[src/rtl/tree_filler.sv]
// Leaf-side refill feeder for the SORTER_STAGE_TREE merge tree: queues way requests, reads keys, returns tagged records.
// Define TREE_FILLER_DONE_EN to add the DONE output and the sent_cnt sentinel counter.
module tree_filler #(
    parameter int W_LOG    = 6,
    parameter int Q_SIZE   = 2,
    parameter int DATW     = 64,
    parameter int KEYW     = 32,
    parameter int DNUM_LOG = 10
) (
    input  logic                      CLK,
    input  logic                      RST,
    input  logic [W_LOG-1:0]          I_REQUEST,
    input  logic                      I_REQUEST_VALID,
    output logic                      QUEUE_FULL,
    output logic [W_LOG+DNUM_LOG-1:0] MEM_RADDR,
    output logic                      MEM_RE,
    input  logic [KEYW-1:0]           MEM_RDATA,
    output logic [DATW-1:0]           DOT,
    output logic                      DOTEN,
    output logic [W_LOG-1:0]          DOT_IDX
`ifdef TREE_FILLER_DONE_EN
    ,
    output logic                      DONE
`endif
);

    localparam int WAYS  = 1 << W_LOG;
    localparam int DEPTH = 1 << Q_SIZE;
    localparam logic [DNUM_LOG:0] RCNT_MAX  = {1'b1, {DNUM_LOG{1'b0}}};
    localparam logic [Q_SIZE:0]   COUNT_MAX = {1'b1, {Q_SIZE{1'b0}}};

    logic [W_LOG-1:0]  queue_mem [DEPTH];
    logic [Q_SIZE-1:0] wr_ptr;
    logic [Q_SIZE-1:0] rd_ptr;
    logic [Q_SIZE:0]   q_count;
    logic [Q_SIZE:0]   q_count_next;
    logic              enq;
    logic              deq;
    logic [W_LOG-1:0]  head_way;
    logic              head_exhausted;
    logic [DNUM_LOG:0] rcnt [WAYS];
    logic              ret_valid;
    logic              ret_sent;
    logic [W_LOG-1:0]  ret_idx;

    always_comb begin
        enq            = I_REQUEST_VALID && !QUEUE_FULL;
        deq            = (q_count != '0);
        head_way       = queue_mem[rd_ptr];
        head_exhausted = (rcnt[head_way] == RCNT_MAX);
        MEM_RE         = deq && !head_exhausted;
        MEM_RADDR      = '0;
        if (MEM_RE) begin
            MEM_RADDR = {head_way, rcnt[head_way][DNUM_LOG-1:0]};
        end
        q_count_next = q_count;
        case ({enq, deq})
            2'b10:   q_count_next = q_count + 1'b1;
            2'b01:   q_count_next = q_count - 1'b1;
            default: q_count_next = q_count;
        endcase
    end

    always_ff @(posedge CLK) begin
        if (enq) begin
            queue_mem[wr_ptr] <= I_REQUEST;
        end
    end

    // The counter bump lands on the same edge as the dequeue, so a following
    // request for the same way already sees the next offset.
    always_ff @(posedge CLK) begin
        if (RST) begin
            wr_ptr     <= '0;
            rd_ptr     <= '0;
            q_count    <= '0;
            QUEUE_FULL <= 1'b0;
            ret_valid  <= 1'b0;
            ret_sent   <= 1'b0;
            ret_idx    <= '0;
            for (int w = 0; w < WAYS; w++) begin
                rcnt[w] <= '0;
            end
        end else begin
            if (enq) begin
                wr_ptr <= wr_ptr + 1'b1;
            end
            if (deq) begin
                rd_ptr  <= rd_ptr + 1'b1;
                ret_idx <= head_way;
            end
            q_count    <= q_count_next;
            QUEUE_FULL <= (q_count_next == COUNT_MAX);
            ret_valid  <= deq;
            ret_sent   <= deq && head_exhausted;
            if (MEM_RE) begin
                rcnt[head_way] <= rcnt[head_way] + 1'b1;
            end
        end
    end

    always_comb begin
        DOTEN   = ret_valid;
        DOT_IDX = ret_idx;
        DOT     = '0;
        if (ret_valid) begin
            DOT = ret_sent ? {DATW{1'b1}} : {{(DATW-KEYW){1'b1}}, MEM_RDATA};
        end
    end

`ifdef TREE_FILLER_DONE_EN
    logic        all_exhausted;
    logic [15:0] sent_cnt;

    always_comb begin
        all_exhausted = 1'b1;
        for (int w = 0; w < WAYS; w++) begin
            if (rcnt[w] != RCNT_MAX) begin
                all_exhausted = 1'b0;
            end
        end
    end

    // A read returning this cycle is finished by the edge, so only an empty
    // queue (hence no issue) is needed beyond every way being exhausted.
    always_ff @(posedge CLK) begin
        if (RST) begin
            DONE     <= 1'b0;
            sent_cnt <= '0;
        end else begin
            if (all_exhausted && (q_count == '0)) begin
                DONE <= 1'b1;
            end
            if (ret_valid && ret_sent && (sent_cnt != 16'hFFFF)) begin
                sent_cnt <= sent_cnt + 1'b1;
            end
        end
    end
`endif

endmodule

[config.mk]
export PLATFORM = sky130hd
export DESIGN_NAME = tree_filler
export DESIGN_NICKNAME = d
export VERILOG_FILES = /design/src/rtl/tree_filler.sv
export SDC_FILE = /design/constraint.sdc
export NUM_CORES = 1
export LEC_CHECK = 0
export CORE_MARGIN = 5
export CORE_UTILIZATION = 25
export CTS_CLUSTER_SIZE = 28
export DETAILED_ROUTE_END_ITERATION = 7
export GPL_ROUTABILITY_DRIVEN = 0
export SLEW_MARGIN = 0
export SYNTH_ARGS = -nofsm -noshare
export SYNTH_HDL_FRONTEND = slang
export SYNTH_SLANG_ARGS = --single-unit
export TNS_END_PERCENT = 50
[constraint.sdc]
create_clock -name CLK -period 5.2 [get_ports CLK]
set_input_delay 1.04 -clock CLK [delete_from_list [all_inputs] [get_ports CLK]]
set_output_delay 1.04 -clock CLK [all_outputs]
set_load 0.005 [all_outputs]
==> impl_metrics.py, run 1 <==
metrics = {
    "outcome": {
        "status": "finished, violations left",
        "failed_checks": "setup timing",
    },
    "sta": {
        "grt_setup_unrepaired": "true",
        "finalCritPeriodShare_pct": 114,
        "setup_violations": 17,
        "worst_pin_slew_ps": 1140,
        "finalWorstSetupSlack_ps": -721,
        "worst_clock_skew_ps": 34.9,
        "slew_headroom_pct": 23.7,
        "max_freq_mhz": 169,
        "min_period_ps": 5920,
        "hold_violations": 0,
        "whs_ps": 448,
        "slew_viol_final": 0,
    },
    "global_routing": {
        "first_global_vias": 25700,
        "antenna_found_initial": 4,
        "grt_pass1_wl_um": 184000,
        "grt_use_total_pct": 17.2,
        "grt_max_degree": 66,
        "grt_overflow": 0,
    },
    "layout": {
        "design_area_mm2": 0.0458,
        "antenna_cells": 0,
        "layout-drive-gt1-share_pct": 29.4,
        "area_growth_pct": 33.3,
        "nFillCells": 13300,
        "final_cells": 5176,
        "nets": 3367,
    },
    "clocking": {
        "clock_path_buffers": 3,
        "cts-root-buf": "clkbuf_16",
        "clk_latency_ps": 650,
        "htree_levels": 3,
        "cts_tree": "built",
        "cts.sinks": 746,
        "holdBufCountCts": 0,
        "cts_inserted_buffers": 82,
        "cts.reportedPaths.clkPinSlew_ps": 60,
    },
    "synthesis": {
        "synth_top_family_by_area": "simple AND/OR/NAND/NOR gates",
        "synth-simple-area-share_pct": 13.9,
        "synthAdderAreaFrac_pct": 0.313,
        "synth_common_cells": "750 x nor2_1, 728 x edfxtp_1, 126 x mux2i_1",
        "synthTopCellsByArea": "edfxtp_1 64%, nor2_1 8.2%, mux2i_1 3.7%",
        "syn_avg_cell_area_um2": 12.4,
        "synth-xor-area-share_pct": 0.444,
        "yosysTopAreaCell": "edfxtp_1",
        "postSynth.asyncResetShare_pct": 0,
        "syn_nets": 2829,
        "syn-instance-count": 2780,
        "syn_area_mm2": 0.0344,
        "yosysMostFrequentCell": "nor2_1",
        "ys.warnings.count": 0,
        "yosysSeqAreaShare_pct": 64.7,
        "ys_seq_elements": 746,
        "synth-edff-count": 728,
        "yosys_most_used_dff": "edfxtp_1",
        "synth-compound-area-share_pct": 8.76,
        "synth.distinct_cells": 78,
        "synthMuxAreaShare_pct": 7.01,
        "synth_top_area_share_pct": 63.6,
    },
    "setup_path": {
        "worst_ep_required_time_ps": 4160,
        "slowest_delay_ps": 710,
        "path_class": "reg -> out",
        "path_cells": "mux4_4, buf_6, mux2_4, a221oi_4, nor3_2, or4_4, nor4_4, ha_2, inv_2, nor4_4, nand4_1, nor4_4, or2_4, buf_12, inv_6, and2_4, buf_6",
        "start_kind": "flop",
        "r2r_end": "rcnt[24][10]",
        "crit_path_end": "MEM_RADDR[15]",
        "crit_path_end_kind": "output port",
        "crit_fanout": 5,
        "cp.arrival_ps": 4880,
        "crit_top_cell": "nor4_4",
        "crit_path_top_delay_cell": "mux4_4",
        "worstRegToRegCells": 24,
        "regToRegSetupSlack_ps": -10,
    },
    "min_path": {
        "hold_depth": 2,
        "hold_path.class": "reg -> reg",
    },
    "place": {
        "dpl.hpwl_um": 89900,
        "portBuffers": 129,
        "dpl_cell_area_mm2": 0.0414,
        "dp_cells": 4952,
    },
    "route": {
        "drt-total-wl_um": 135000,
        "drc": 0,
        "drt-pass1-iter-count": 8,
        "drt_iter0_markers": 4041,
        "vias": 27100,
        "ant_nets": 0,
        "viasPerCell": 5.23,
        "wl_per_cell_um": 26.0,
    },
    "floorplanning": {
        "rows": 136,
        "die_x_um": 381,
        "ios": 130,
        "core_area_mm2": 0.137,
        "start_util_pct": 25.1,
        "die-area_mm2": 0.145,
        "die-height_um": 381,
    },
    "run": {
        "maxCapViolations": 0,
    },
}
-- placed cells by master, fill, tap and decap left out, types with 8 or more instances in the layout --
master	netlist	layout
mux2_2	74	72
nor2b_1	21	16
clkbuf_16	0	95
or3_1	57	57
clkbuf_1	113	16
a211oi_1	22	17
or4_4	0	8
buf_8	0	10
buf_6	5	33
a221o_1	25	25
nand2_1	72	71
buf_12	0	67
a21oi_1	40	34
and2_1	11	8
clkinv_2	0	14
mux2i_1	126	119
a22oi_1	52	44
buf_4	82	510
nand3_1	14	13
o21a_1	32	32
mux4_2	14	13
nor2_1	750	739
a221oi_1	68	52
bufinv_16	0	9
o21ai_0	18	10
nand2b_1	70	67
a22oi_2	0	8
clkinv_1	1	16
clkdlybuf4s50_1	0	111
a221oi_2	0	14
o22ai_1	52	44
dfxtp_1	18	15
o221ai_1	16	15
inv_1	17	15
nor3_1	17	11
edfxtp_1	728	728
-- cell families after synthesis --
| logic type | Yosys count |
|---|---|
| xor+xnor | 14 |
| flops | 746 |
| buf+inv | 326 |
| simple gates | 1077 |
| compound gates | 395 |
| mux | 214 |
| fa+ha+maj | 8 |
-- routing by layer --
| metal | GRT usage [%] | up-vias | share of wire, % |
|---|---|---|---|
| met4 | 8.44 | 8 | 6.0 |
| met3 | 4.71 | 479 | 13 |
| met1 | 22.7 | 13400 | 38 |
| met5 | 0 | - | 0.054 |
| met2 | 25.9 | 1996 | 43 |
| li1 | - | 11200 | - |
-- state kept, by name (all words and copies together) (netlist names), named ones only --
signal	cells
DOTEN	1
rcnt	704
q_count	3
wr_ptr	2
rd_ptr	2
QUEUE_FULL	1
DOT_IDX	6
queue_mem	24
ret_sent	1
-- worst max-delay path: cells and delay by family, from the launching register on --
kind	cells	cell delay (ps)
simple gates	8	1850
mux	2	1010
buf+inv	5	490
flops	1	390
compound gates	1	280
fa+ha+maj	1	220
-- repair_timing --
| item | in CTS | in global routing |
|---|---|---|
| setup endpoints to repair | 57 | 1369 |
| gates resized for setup | 143 | 126 |
| gates cloned | 3 | 14 |
| pin swaps | 30 | 37 |
| setup buffers | 43 | 20 |
-- metrics by stage --
stage	TNS, ps	setup slack (ps)	util, %
after floorplan	-29.9	-14.9	-
after global placement	-4310	-515	30.2
after detailed placement	-5140	-590	30.2
after CTS	-8290	-687	32.7
after global routing	-15480	-889	33.4
final	-6920	-721	33.4
-- worst min path at each step --
| stage | startpoint | endpoint |
|---|---|---|
| global placement | DOT_IDX[2] | DOT_IDX[2] |
| detailed placement | DOT_IDX[0] | DOT_IDX[0] |
| floorplan | DOT_IDX[3] | DOT_IDX[3] |
| CTS | DOT_IDX[0] | DOT_IDX[0] |
| global route | DOT_IDX[2] | DOT_IDX[2] |
| finish | DOT_IDX[0] | DOT_IDX[0] |
-- area by class of cell --
class                           instances  area [µm²]  share of cell area, %
Clock buffer                          101        2190                   4.77
Clock inverter                         47         472                   1.03
Inverter                               21        83.8                  0.183
Multi-Input combinational cell       1710       11300                   24.8
Sequential cell                       746       22200                   48.5
Tap cell                             1794        2240                   4.90
Timing Repair Buffer                  757        7250                   15.8
Power of run 1 is not shown: default switching activity piles up to over one toggle a cycle in this logic, so the estimate is an artifact.
==> inputs of run 2 (changes only) <==
Settings changed: CORE_ASPECT_RATIO set to 0.6, DONT_BUFFER_PORTS set to 1.
==> impl_metrics.py, run 2 (synthesis gave the netlist of run 1 again) <==
metrics = {
    "outcome": {
        "status": "finished, violations left",
        "failed_checks": "setup timing",
    },
    "layout": {
        "layout-drive-gt1-share_pct": 27.7,
        "nFillCells": 13700,
        "most-common-layout-cells": "743 x nor2_1, 728 x edfxtp_1, 470 x buf_4",
        "design_area_mm2": 0.0432,
        "multi_input_area_mm2": 0.0112,
        "nets": 3151,
        "largest_reg_flops": 704,
        "regArea_mm2": 0.0222,
        "top_register": "rcnt",
        "area_growth_pct": 25.7,
        "final_common_cell": "nor2_1",
    },
    "clocking": {
        "cts-root-buf": "clkbuf_16",
        "cts.sinks": 746,
        "clk_latency_ps": 670,
        "cts_inserted_buffers": 67,
        "cts.reportedPaths.clkPinSlew_ps": 70,
        "htree_levels": 3,
        "cts_tree": "built",
        "clock_path_buffers": 3,
    },
    "global_routing": {
        "grt_overflow": 0,
        "grt_pass1_wl_um": 186000,
        "antenna_found_initial": 3,
        "grt_max_degree": 81,
        "first_global_vias": 24600,
        "grt_use_total_pct": 17.8,
    },
    "floorplanning": {
        "die-area_mm2": 0.145,
        "start_util_pct": 25.2,
        "ios": 130,
        "rows": 105,
        "die-height_um": 297,
        "core_area_mm2": 0.137,
        "die_x_um": 489,
    },
    "place": {
        "portBuffers": 0,
        "dpl_cell_area_mm2": 0.0398,
        "dpl.hpwl_um": 93900,
    },
    "setup_path": {
        "crit_fanout": 9,
        "path_cells": "mux4_4, clkbuf_16, nor2b_2, buf_4, a221oi_2, o22ai_1, a21oi_1, buf_4, and4_1, nand3_1, nor4_4, or2_4, buf_12, inv_4, and2_4",
        "crit_path_end_kind": "output port",
        "cp.arrival_ps": 4870,
        "worst_ep_required_time_ps": 4160,
        "start_kind": "flop",
        "path_class": "reg -> out",
        "path_delay_family": "simple AND/OR/NAND/NOR gates",
        "crit_path_top_delay_cell": "mux4_4",
        "crit_top_cell": "buf_4",
        "slowest_delay_ps": 740,
        "critical_path_buf_inv_count": 5,
    },
    "sta": {
        "min_period_ps": 5910,
        "whs_ps": 466,
        "setup_violations": 14,
        "hold_violations": 0,
        "worst_pin_slew_ps": 1160,
        "finalWorstSetupSlack_ps": -706,
        "max_freq_mhz": 169,
        "worst_clock_skew_ps": 34.6,
        "slew_headroom_pct": 22.9,
        "grt_setup_unrepaired": "true",
        "slew_viol_final": 0,
        "finalCritPeriodShare_pct": 114,
    },
    "route": {
        "drt_iter0_markers": 4173,
        "drt-pass1-iter-count": 6,
        "vias": 26200,
        "wl_per_cell_um": 27.0,
        "drc": 0,
        "viasPerCell": 5.27,
        "ant_nets": 0,
        "drt-total-wl_um": 134000,
    },
    "min_path": {
        "hold_path.class": "in -> reg",
    },
    "run": {
        "maxCapViolations": 0,
    },
}
-- run 2: cell types whose count changed in the layout (fill, tap and decap cells not counted), moves of 5 or more --
cell             delta
buf_6              -16
buf_4              -40
buf_8               -8
o22ai_1             +5
clkbuf_16          -23
clkinv_1            -5
clkbuf_1            -5
clkdlybuf4s50_1   -111
mux2i_1             -7
buf_2               -6
mux2i_2             +5
-- run 2: routing by layer --
| metal | vias up | routed length, µm | GRT usage, % |
|---|---|---|---|
| met3 | 229 | 24200 | 9.18 |
| met5 | - | 124 | 0 |
| met4 | 2 | 3280 | 4.35 |
| li1 | 10800 | - | - |
| met2 | 2099 | 50800 | 22.3 |
| met1 | 13100 | 55800 | 26.2 |
-- run 2: what timing repair did --
action	in CTS	in global routing
buffers inserted	21	23
gates cloned	2	2
pin swaps	6	14
resized for setup	64	88
hold buffers	0	0
setup endpoints to repair	269	463
-- run 2: worst register-to-register path: cells and delay by family, from the launching register on --
kind | cells | cell delay, ps
muxes | 1 | 740
buffers and inverters | 6 | 1460
and+or+nand+nor | 6 | 1400
AOI/OAI and AO/OA | 3 | 930
DFF | 1 | 400
-- run 2: through the flow --
step / std cells / util, % / setup slack (ps) / setup TNS, ps
after global routing: 4973 / 31.6 / -780 / -7590
final: 4975 / 31.6 / -706 / -6410
after global placement: 4805 / 29.1 / -199 / -30010
after detailed placement: 4805 / 29.1 / -313 / -50550
after CTS: 4949 / 31.1 / -553 / -4650
after floorplan: 2780 / - / -14.9 / -29.9
-- run 2: final cells by class --
cell class,instances,area share (%)
Antenna cell,2,0.0116
Sequential cell,746,51.4
Clock inverter,40,1.16
Inverter,21,0.188
Multi-Input combinational cell,1710,26.0
Timing Repair Buffer,556,11.8
Clock buffer,81,4.15
Tap cell,1819,5.27
-- run 2: path summary, 6_finish.rpt --
path	endpoint	cells after the start	slack, ps	start
worst max-delay path	MEM_RADDR[15]	15	-710	flop
worst min-delay path	DOT_IDX[0]	1	470	RST
worst max register to register	rcnt[34][8]	16	50	flop
worst min register to register	DOT_IDX[0]	2	500	DOT_IDX[0]
Power of run 2 is left out for the same reason.
